`config.mk`:
```
export PLATFORM = sky130hd
export DESIGN_NAME = baccarat_round_ctrl
export DESIGN_NICKNAME = d
export VERILOG_FILES = /design/src/rtl/baccarat_round_ctrl.sv
export SDC_FILE = /design/constraint.sdc
export NUM_CORES = 1
export LEC_CHECK = 0
export ABC_AREA = 1
export CORE_MARGIN = 10
export CORE_UTILIZATION = 45
export DETAILED_ROUTE_END_ITERATION = 8
export PLACE_DENSITY = 0.81
export SLEW_MARGIN = 30
export SYNTH_ARGS = -nofsm -noshare
export SYNTH_HDL_FRONTEND = slang
export SYNTH_SLANG_ARGS = --single-unit
```
`constraint.sdc`:
```
create_clock -name slow_clock -period 1.5 [get_ports slow_clock]
set_clock_uncertainty 0.2 [all_clocks]
set_input_delay 0.15 -clock slow_clock [delete_from_list [all_inputs] [get_ports slow_clock]]
set_output_delay 0.15 -clock slow_clock [all_outputs]
set_load 0.01 [all_outputs]
```
`src/rtl/baccarat_round_ctrl.sv`:
```
`timescale 1ns/1ps
// Baccarat round sequencer: deals the four opening cards on card_rdy, applies natural and
// third-card rules, latches the outcome lights and keeps saturating per-outcome win tallies.
module baccarat_round_ctrl #(
  parameter int SCORE_W      = 4,
  parameter int NAT_THRESH   = 8,
  parameter int STAND_THRESH = 6,
  parameter int CNT_W        = 8
) (
  input  logic               slow_clock,
  input  logic               resetb,
  input  logic               start,
  input  logic               card_rdy,
  input  logic [SCORE_W-1:0] pscore,
  input  logic [SCORE_W-1:0] dscore,
  input  logic [3:0]         pcard3,
  output logic               load_pcard1,
  output logic               load_pcard2,
  output logic               load_pcard3,
  output logic               load_dcard1,
  output logic               load_dcard2,
  output logic               load_dcard3,
  output logic               player_win_light,
  output logic               dealer_win_light,
  output logic               busy,
  output logic               round_done,
  output logic [CNT_W-1:0]   player_wins,
  output logic [CNT_W-1:0]   dealer_wins,
  output logic [CNT_W-1:0]   ties
);

  typedef enum logic [3:0] {
    S_IDLE    = 4'd0,
    S_DEAL_P1 = 4'd1,
    S_DEAL_D1 = 4'd2,
    S_DEAL_P2 = 4'd3,
    S_DEAL_D2 = 4'd4,
    S_EVAL2   = 4'd5,
    S_DEAL_P3 = 4'd6,
    S_EVAL3   = 4'd7,
    S_DEAL_D3 = 4'd8,
    S_SETTLE  = 4'd9,
    S_DONE    = 4'd10
  } state_t;

  localparam logic [SCORE_W-1:0] L_NAT   = SCORE_W'(NAT_THRESH);
  localparam logic [SCORE_W-1:0] L_STAND = SCORE_W'(STAND_THRESH);

  state_t           r_state;
  state_t           w_next;
  logic             r_pl;
  logic             r_dl;
  logic             r_done;
  logic [CNT_W-1:0] r_pw;
  logic [CNT_W-1:0] r_dw;
  logic [CNT_W-1:0] r_tw;
  logic             w_dealer_draw3;
  logic             w_state_ok;

  assign w_state_ok = (r_state <= S_DONE);

  always_ff @(posedge slow_clock) begin
    if (resetb) r_state <= S_IDLE;
    else        r_state <= w_next;
  end

  // Dealer third-card table once the player has drawn; dscore >= 7 always stands.
  always_comb begin
    w_dealer_draw3 = 1'b0;
    if (dscore <= SCORE_W'(2))
      w_dealer_draw3 = 1'b1;
    else if (dscore == SCORE_W'(3))
      w_dealer_draw3 = (pcard3 != 4'd8);
    else if (dscore == SCORE_W'(4))
      w_dealer_draw3 = (pcard3 >= 4'd2) && (pcard3 <= 4'd7);
    else if (dscore == SCORE_W'(5))
      w_dealer_draw3 = (pcard3 >= 4'd4) && (pcard3 <= 4'd7);
    else if (dscore == SCORE_W'(6))
      w_dealer_draw3 = (pcard3 >= 4'd6) && (pcard3 <= 4'd7);
  end

  always_comb begin
    w_next = r_state;
    case (r_state)
      S_IDLE:    if (start)    w_next = S_DEAL_P1;
      S_DEAL_P1: if (card_rdy) w_next = S_DEAL_D1;
      S_DEAL_D1: if (card_rdy) w_next = S_DEAL_P2;
      S_DEAL_P2: if (card_rdy) w_next = S_DEAL_D2;
      S_DEAL_D2: if (card_rdy) w_next = S_EVAL2;
      S_EVAL2: begin
        if (pscore >= L_NAT || dscore >= L_NAT) w_next = S_SETTLE;
        else if (pscore < L_STAND)              w_next = S_DEAL_P3;
        else if (dscore < L_STAND)              w_next = S_DEAL_D3;
        else                                    w_next = S_SETTLE;
      end
      S_DEAL_P3: if (card_rdy) w_next = S_EVAL3;
      S_EVAL3:   w_next = w_dealer_draw3 ? S_DEAL_D3 : S_SETTLE;
      S_DEAL_D3: if (card_rdy) w_next = S_SETTLE;
      S_SETTLE:  w_next = S_DONE;
      S_DONE:    if (start)    w_next = S_DEAL_P1;
      default:   w_next = S_IDLE;
    endcase
  end

  // Outcome is captured from the final totals on the SETTLE edge.
  always_ff @(posedge slow_clock) begin
    if (resetb) begin
      r_pl   <= 1'b0;
      r_dl   <= 1'b0;
      r_done <= 1'b0;
      r_pw   <= '0;
      r_dw   <= '0;
      r_tw   <= '0;
    end else begin
      r_done <= 1'b0;
      if (r_state == S_SETTLE) begin
        r_pl   <= (pscore >= dscore);
        r_dl   <= (dscore >= pscore);
        r_done <= 1'b1;
        if (pscore > dscore) begin
          if (r_pw != '1) r_pw <= r_pw + 1'b1;
        end else if (dscore > pscore) begin
          if (r_dw != '1) r_dw <= r_dw + 1'b1;
        end else begin
          if (r_tw != '1) r_tw <= r_tw + 1'b1;
        end
      end else if ((r_state == S_DONE && start) || !w_state_ok) begin
        r_pl <= 1'b0;
        r_dl <= 1'b0;
      end
    end
  end

  always_comb begin
    load_pcard1      = 1'b0;
    load_dcard1      = 1'b0;
    load_pcard2      = 1'b0;
    load_dcard2      = 1'b0;
    load_pcard3      = 1'b0;
    load_dcard3      = 1'b0;
    busy             = 1'b0;
    player_win_light = r_pl & w_state_ok;
    dealer_win_light = r_dl & w_state_ok;
    round_done       = r_done & w_state_ok;
    case (r_state)
      S_DEAL_P1: load_pcard1 = card_rdy;
      S_DEAL_D1: load_dcard1 = card_rdy;
      S_DEAL_P2: load_pcard2 = card_rdy;
      S_DEAL_D2: load_dcard2 = card_rdy;
      S_DEAL_P3: load_pcard3 = card_rdy;
      S_DEAL_D3: load_dcard3 = card_rdy;
      default:   ;
    endcase
    if (r_state >= S_DEAL_P1 && r_state <= S_SETTLE) busy = 1'b1;
  end

  assign player_wins = r_pw;
  assign dealer_wins = r_dw;
  assign ties        = r_tw;

endmodule

```
==> run metrics, run 1 <==
status=finished with violations; failing checks=negative setup slack; hold path startpoint=dscore[2]; Worst IR Drop VDD=660.2 uV; Worst R2R Setup Slack=-0.27 ns; CP required=1.48 ns; Max clock buf depth=2; Post-Route WL=~8.6 mm; f_max=~570 MHz; final worst slack=-0.2698 ns; fin nets=473; placed cell count=482; Max-slew headroom=0.7783; Post-Syn Nets=between 300 and 400; DRC=0; RR Startpoint=r_state[1]; Post-Place Setup Slack=-0.6512 ns; Detailed Place HPWL=between 5 and 6 mm; Die Y=between 80 and 90 um; vias in the first global route=2653; register area=653.1 um2; Initial DRT Pass Iterations=5; pwr dens=831.0 mW/mm2; main flop type after synthesis=dfxtp_1; RSZ-0062 raised after global routing=true; Starting Density=0.4708; die area=approximately 0.0077 mm2; Final GP Congestion=0.9174; Critical Path End Type=flip-flop; Unique masters post-synth=31; post-DR vias/cell=5.521; total design power=3.057 mW; Finished Layout Cells=503; Synth top area share=0.2986; sequential fraction of the synthesis area=0.2986; global-route wire length before repair=about 12 mm; WHS Path Cells=9; die width=87.96 um; Avg Cell Area, Syn=~6.3 um2; Vias=2777; Seq cells post-synth=31; synthesized area=~0.0021 mm2; static leakage=1.744 nW; largest net degree at the start of global routing=10; num rows=24; synth top area cells=dfxtp_1, nand2_1, nor2_1, inv_1, a21oi_1; Initial DRC Count=180; Worst setup SP type=flip-flop; Max-Cap Viols=0; clock root buffer=clkbuf_8; I/O Buffers=49; layout cells sized above 1=0.4834; CTS Sinks=31; clock slew at reported path FFs=about 0.07 ns; Num CTS Buffers=5; crit path time final=1.770 ns; WHS Endpoint=r_state[0]; Core Box Area=0.004414 mm2; GRT overflow=0; wire per inst=17.16 um; fin util=0.8333; Routed Antenna Nets=0; EDFF count, synth=0; crit-path max FO=4; Top Ports=50; Reg2Reg Depth=8; Area Overhead vs Synth=77.00%; Worst EP arrival=approximately 1.8 ns; synthesized instance count=329; Slew @ Worst Pin=0.3313 ns; WHS=0.2834 ns; H-tree depth=2; hold crit path type=input port to flip-flop; RR Endpoint=ties[3]; number of antenna violations at the first check in global routing=0; Final setup viols=39; fraction of registers with async set/reset=0; post-synth top area cell=dfxtp_1; # fillers=roughly 260; most common cell in the synthesized netlist=nand2_1; ant diodes=0; final period utilization=1.180; Post-synth top cells=nand2_1, nor2_1, inv_1; Max Slew Vio Count=0; critical setup path kind=flip-flop to flip-flop; CTS tree=yes; Final Hold Viols=0; Syn. warnings=0; footprint of the multi-input gates=between 0.0015 and 0.002 mm2; Skew-Pair Late Insertion Delay=0.28 ns; GRT Util Overall=0.1914
## cell type report
type	count	share of cell area
clock buffer	8	0.02721
inverter	44	0.05340
multi-input combinational	250	0.4680
sequential	31	0.1776
tap	52	0.01769
timing repair buffer	116	0.2520
timing repair inverter	2	0.004082
## per-stage QoR
stage                     instance area [um2]  setup TNS [ns]
after floorplan                          2210         -0.3656
after CTS                                3467          -3.231
after detailed placement                 3166          -19.48
after global placement                   3166          -18.44
after global routing                     3679          -7.685
final                                    3679          -5.100
## state kept, by name (all words and copies together), names as in the netlist
signal       flops
dealer_wins      8
player_wins      8
ties             8
r_state          4
r_dl             1
r_done           1
r_pl             1
## how the worst max path moves through the flow
stage / from / to / cells after the start
2_1_floorplan: player_wins[1] / player_wins[2] / 9
3_3_place_gp: pscore[1] / dealer_wins[0] / 12
3_5_place_dp: pscore[1] / dealer_wins[4] / 11
4_1_cts: r_state[0] / ties[5] / 10
5_1_grt: r_state[0] / ties[3] / 9
6_report: r_state[1] / ties[3] / 8
## repair_timing
action                     CTS  global route
gates resized for setup    158            57
buffers inserted             1             9
setup endpoints to repair   64            40
gates cloned                 3             0
hold buffers                 0             0
pin swaps                   29            31
## routing by layer
layer,track usage,vias to the layer above,wire length [um]
met5,0,-,0
met4,0.03768,0,261
met3,0.05478,42,710
met2,0.3657,154,4601
met1,0.2017,1292,3059
li1,-,1289,-
## cells in the final DEF, fill, tap and decap left out, types with 5 or more instances in the layout
cell / synthesis / routed
nand2_1: 93 / 69
buf_4: 0 / 56
nor2_1: 52 / 34
inv_1: 39 / 27
dlygate4sd2_1: 0 / 26
nand2_2: 3 / 21
nor2_4: 2 / 18
dfxtp_1: 31 / 17
a21oi_1: 24 / 13
a21oi_2: 3 / 13
nand3_1: 21 / 11
buf_6: 1 / 11
inv_2: 2 / 10
buf_2: 1 / 10
nand2_4: 2 / 9
xor2_1: 9 / 9
nand3_2: 1 / 8
dfxtp_2: 0 / 8
clkbuf_8: 0 / 7
clkdlybuf4s50_1: 0 / 7
nor3_2: 1 / 6
nand4_1: 6 / 6
dfxtp_4: 0 / 6
ha_4: 0 / 5
clkbuf_2: 0 / 5
## power breakdown
group          switching, mW  internal, mW  leakage [nW]
Sequential            0.0566         0.863         0.259
Clock                  0.322         0.419        0.0515
Combinational          0.774         0.622          1.43
## critical path: stages (launching register included)
cell and delay, ns:
dfxtp_4 0.37, buf_6 0.14, nor2_4 0.17, nand2_4 0.12, a21oi_4 0.22, buf_6 0.14, nand3_2 0.06, o21ai_1 0.18
nor2_1 0.07
## logic make-up (layout without fill, tap and decap cells)
group,count (synthesis),after routing,share of synthesized area
AOI/OAI and AO/OA,40,40,0.1156
xor gates and xnor gates,9,9,0.03793
adders and majority gates,7,7,0.04214
buffers and inverters,49,170,0.09572
DFF,31,31,0.2986
and+or+nand+nor,193,194,0.4100
No activity file was read; power rests on OpenSTA's default activity.
==> inputs of run 2 (changes only) <==
Settings changed: CORE_MARGIN 10 to unset.
==> run 2 against run 1 <==
The run still ends with negative setup slack left. Non-clock buffer count grew 1. Design area grew 0.44%. Combinational power down 4%. Critical path type unchanged. Largest power group unchanged.
==> run metrics, run 2 (synthesized netlist as in run 1, its figures left out) <==
pwr dens=818.0 mW/mm2 (-1.6%); Area Overhead vs Synth=77.78%; most frequent cells in the layout=nand2_1, buf_4, nor2_1; combinational power share=0.443 (-0.014); Initial DRC Count=192 (+6.7%); vias in the first global route=2490 (-6.1%); GRT overflow=0 (unchanged); setup TNS=-5.734 ns (-0.6348 ns); Top Ports=50 (unchanged); Post-Route WL=8.601 mm (-0.36%); die area=0.004894 mm2 (-37%); Max clock buf depth=2 (unchanged); placed cell count=476 (-1.2%); Reg power frac=0.304 (+0.003); RSZ-0062 raised after global routing=true; clock slew at reported path FFs=0.07 ns (about the same); register area=654.4 um2 (+0.19%); Worst setup SP type=flip-flop; Finished Layout Cells=504 (+0.20%); Critical Path End Type=flip-flop; Slew @ Worst Pin=0.6055 ns (+0.2742 ns); GRT Util Overall=0.2918 (+0.1004); commonest non-fill, non-tap cell in the layout=nand2_1; hold crit path type=input port to flip-flop; Num CTS Buffers=5 (unchanged); clock root buffer=clkbuf_8; CTS tree=yes; CP required=1.53 ns (+0.05 ns); number of antenna violations at the first check in global routing=0 (unchanged); Vias=2827 (+1.8%); Skew-Pair Late Insertion Delay=0.29 ns (about the same); wire per inst=17.07 um (-0.56%); Worst IR Drop VDD=717.5 uV (+8.7%); P_int=1.878 mW (-1.4%); fin nets=474 (+0.21%); Max-Cap Viols=0 (unchanged); Die Y=69.96 um (-20%); # fillers=241 (-5.5%); Psw=1.145 mW (-0.69%); DRC=0 (unchanged); final period utilization=1.155 (-0.02453); H-tree depth=2 (unchanged); Max Slew Vio Count=0 (unchanged); largest net degree at the start of global routing=18 (+8); Final setup viols=40 (+2.6%); Routed Antenna Nets=0 (unchanged); Detailed Place HPWL=4.530 mm (-11%); ant diodes=0 (unchanged); die width=69.96 um (-20%); f_max=577.0 MHz (+2.1%); post-DR vias/cell=5.609 (+1.6%); Worst EP arrival=1.76 ns (about the same); Final Hold Viols=0 (unchanged); crit path time final=1.733 ns (-0.03679 ns); crit-path max FO=5 (+1); Initial DRT Pass Iterations=6 (+1); num rows=24 (unchanged); static leakage=1.743 nW (about the same); Max-slew headroom=0.5959 (-0.1824); failing checks=negative setup slack; status=finished with violations; CTS Sinks=31 (unchanged); global-route wire length before repair=11.37 mm (-6.9%); Final GP Congestion=0.8560 (-6.7%); footprint of the multi-input gates=0.001727 mm2 (+0.29%); final worst slack=-0.2330 ns (+0.03679 ns); I/O Buffers=49 (unchanged); critical setup path kind=flip-flop to flip-flop; layout cells sized above 1=0.4978 (+0.01442); Sw Ratio=0.3787 (+0.001677); Starting Density=0.4740 (+0.003225); hold buffer count at CTS=0 (unchanged); Core Box Area=0.004384 mm2 (-0.68%); clock power share=0.253 (+0.011)
## run 2: cell count changes in the layout (fill, tap and decap cells not counted), moves of 3 or more
cell	previous run	this run
nor2_2	4	9
nor2_1	34	31
o21ai_2	3	6
nand2_2	21	24
inv_2	10	7
inv_1	27	30
## run 2: worst paths after layout
path | start | end | slack [ns] | cells after the start
setup / recovery | r_state[1] | ties[3] | -0.23 | 9
hold / removal | dscore[2] | r_state[0] | 0.27 | 9
setup reg to reg | r_state[1] | ties[3] | -0.23 | 9
hold reg to reg | r_dl | r_dl | 0.29 | 2
## run 2: power by group through the flow
stage                     sequential [mW]  combinational (mW)  clock (mW)
final                               0.920                1.34       0.763
after global routing                0.925                1.40       0.799
after CTS                           0.898                1.11       0.745
after detailed placement            0.898               0.979           0
after global placement              0.897               0.962           0
after floorplan                     0.901               0.515           0
## run 2: metrics by stage
step	instance area [um2]	power (mW)	util	hold slack [ns]	setup WS [ns]
floorplan	2210	1.416	-	0.1569	-0.06458
global placement	3120	1.859	0.7118	0.2523	-0.6504
detailed placement	3120	1.878	0.7118	0.2640	-0.6932
CTS	3483	2.758	0.7945	0.2743	-0.1893
global route	3695	3.125	0.8428	0.2979	-0.3176
finish	3695	3.023	0.8428	0.2682	-0.2330
## run 2: what timing repair did
item / CTS / global route
setup buffers: 6 / 11
resized for setup: 158 / 61
pin swaps: 26 / 41
cloned: 3 / 0
endpoints found under the setup margin: 64 / 40
## run 2: worst max-delay path, cell delays in order (launching register included)
cell     delay, ns
dfxtp_4       0.38
buf_4         0.15
nor2_4        0.16
nand2_4       0.12
nor2_4        0.14
nand3_4       0.13
nor2_4        0.14
buf_4         0.12
nor2_2        0.03
nor2_1        0.10
## run 2: final cells by class
type                            instances  share of cell area
Inverter                               44             0.05384
Clock buffer                            8             0.02709
Timing Repair Buffer                  117              0.2536
Multi-Input combinational cell        250              0.4673
Sequential cell                        31              0.1771
Timing Repair inverter                  2            0.003386
Tap cell                               52             0.01761
## run 2: per-layer routing
metal	global-route usage	part of all wire
met5	0	0
met4	0.1289	0.053
met3	0.04906	0.053
met2	0.5406	0.53
met1	0.3232	0.37
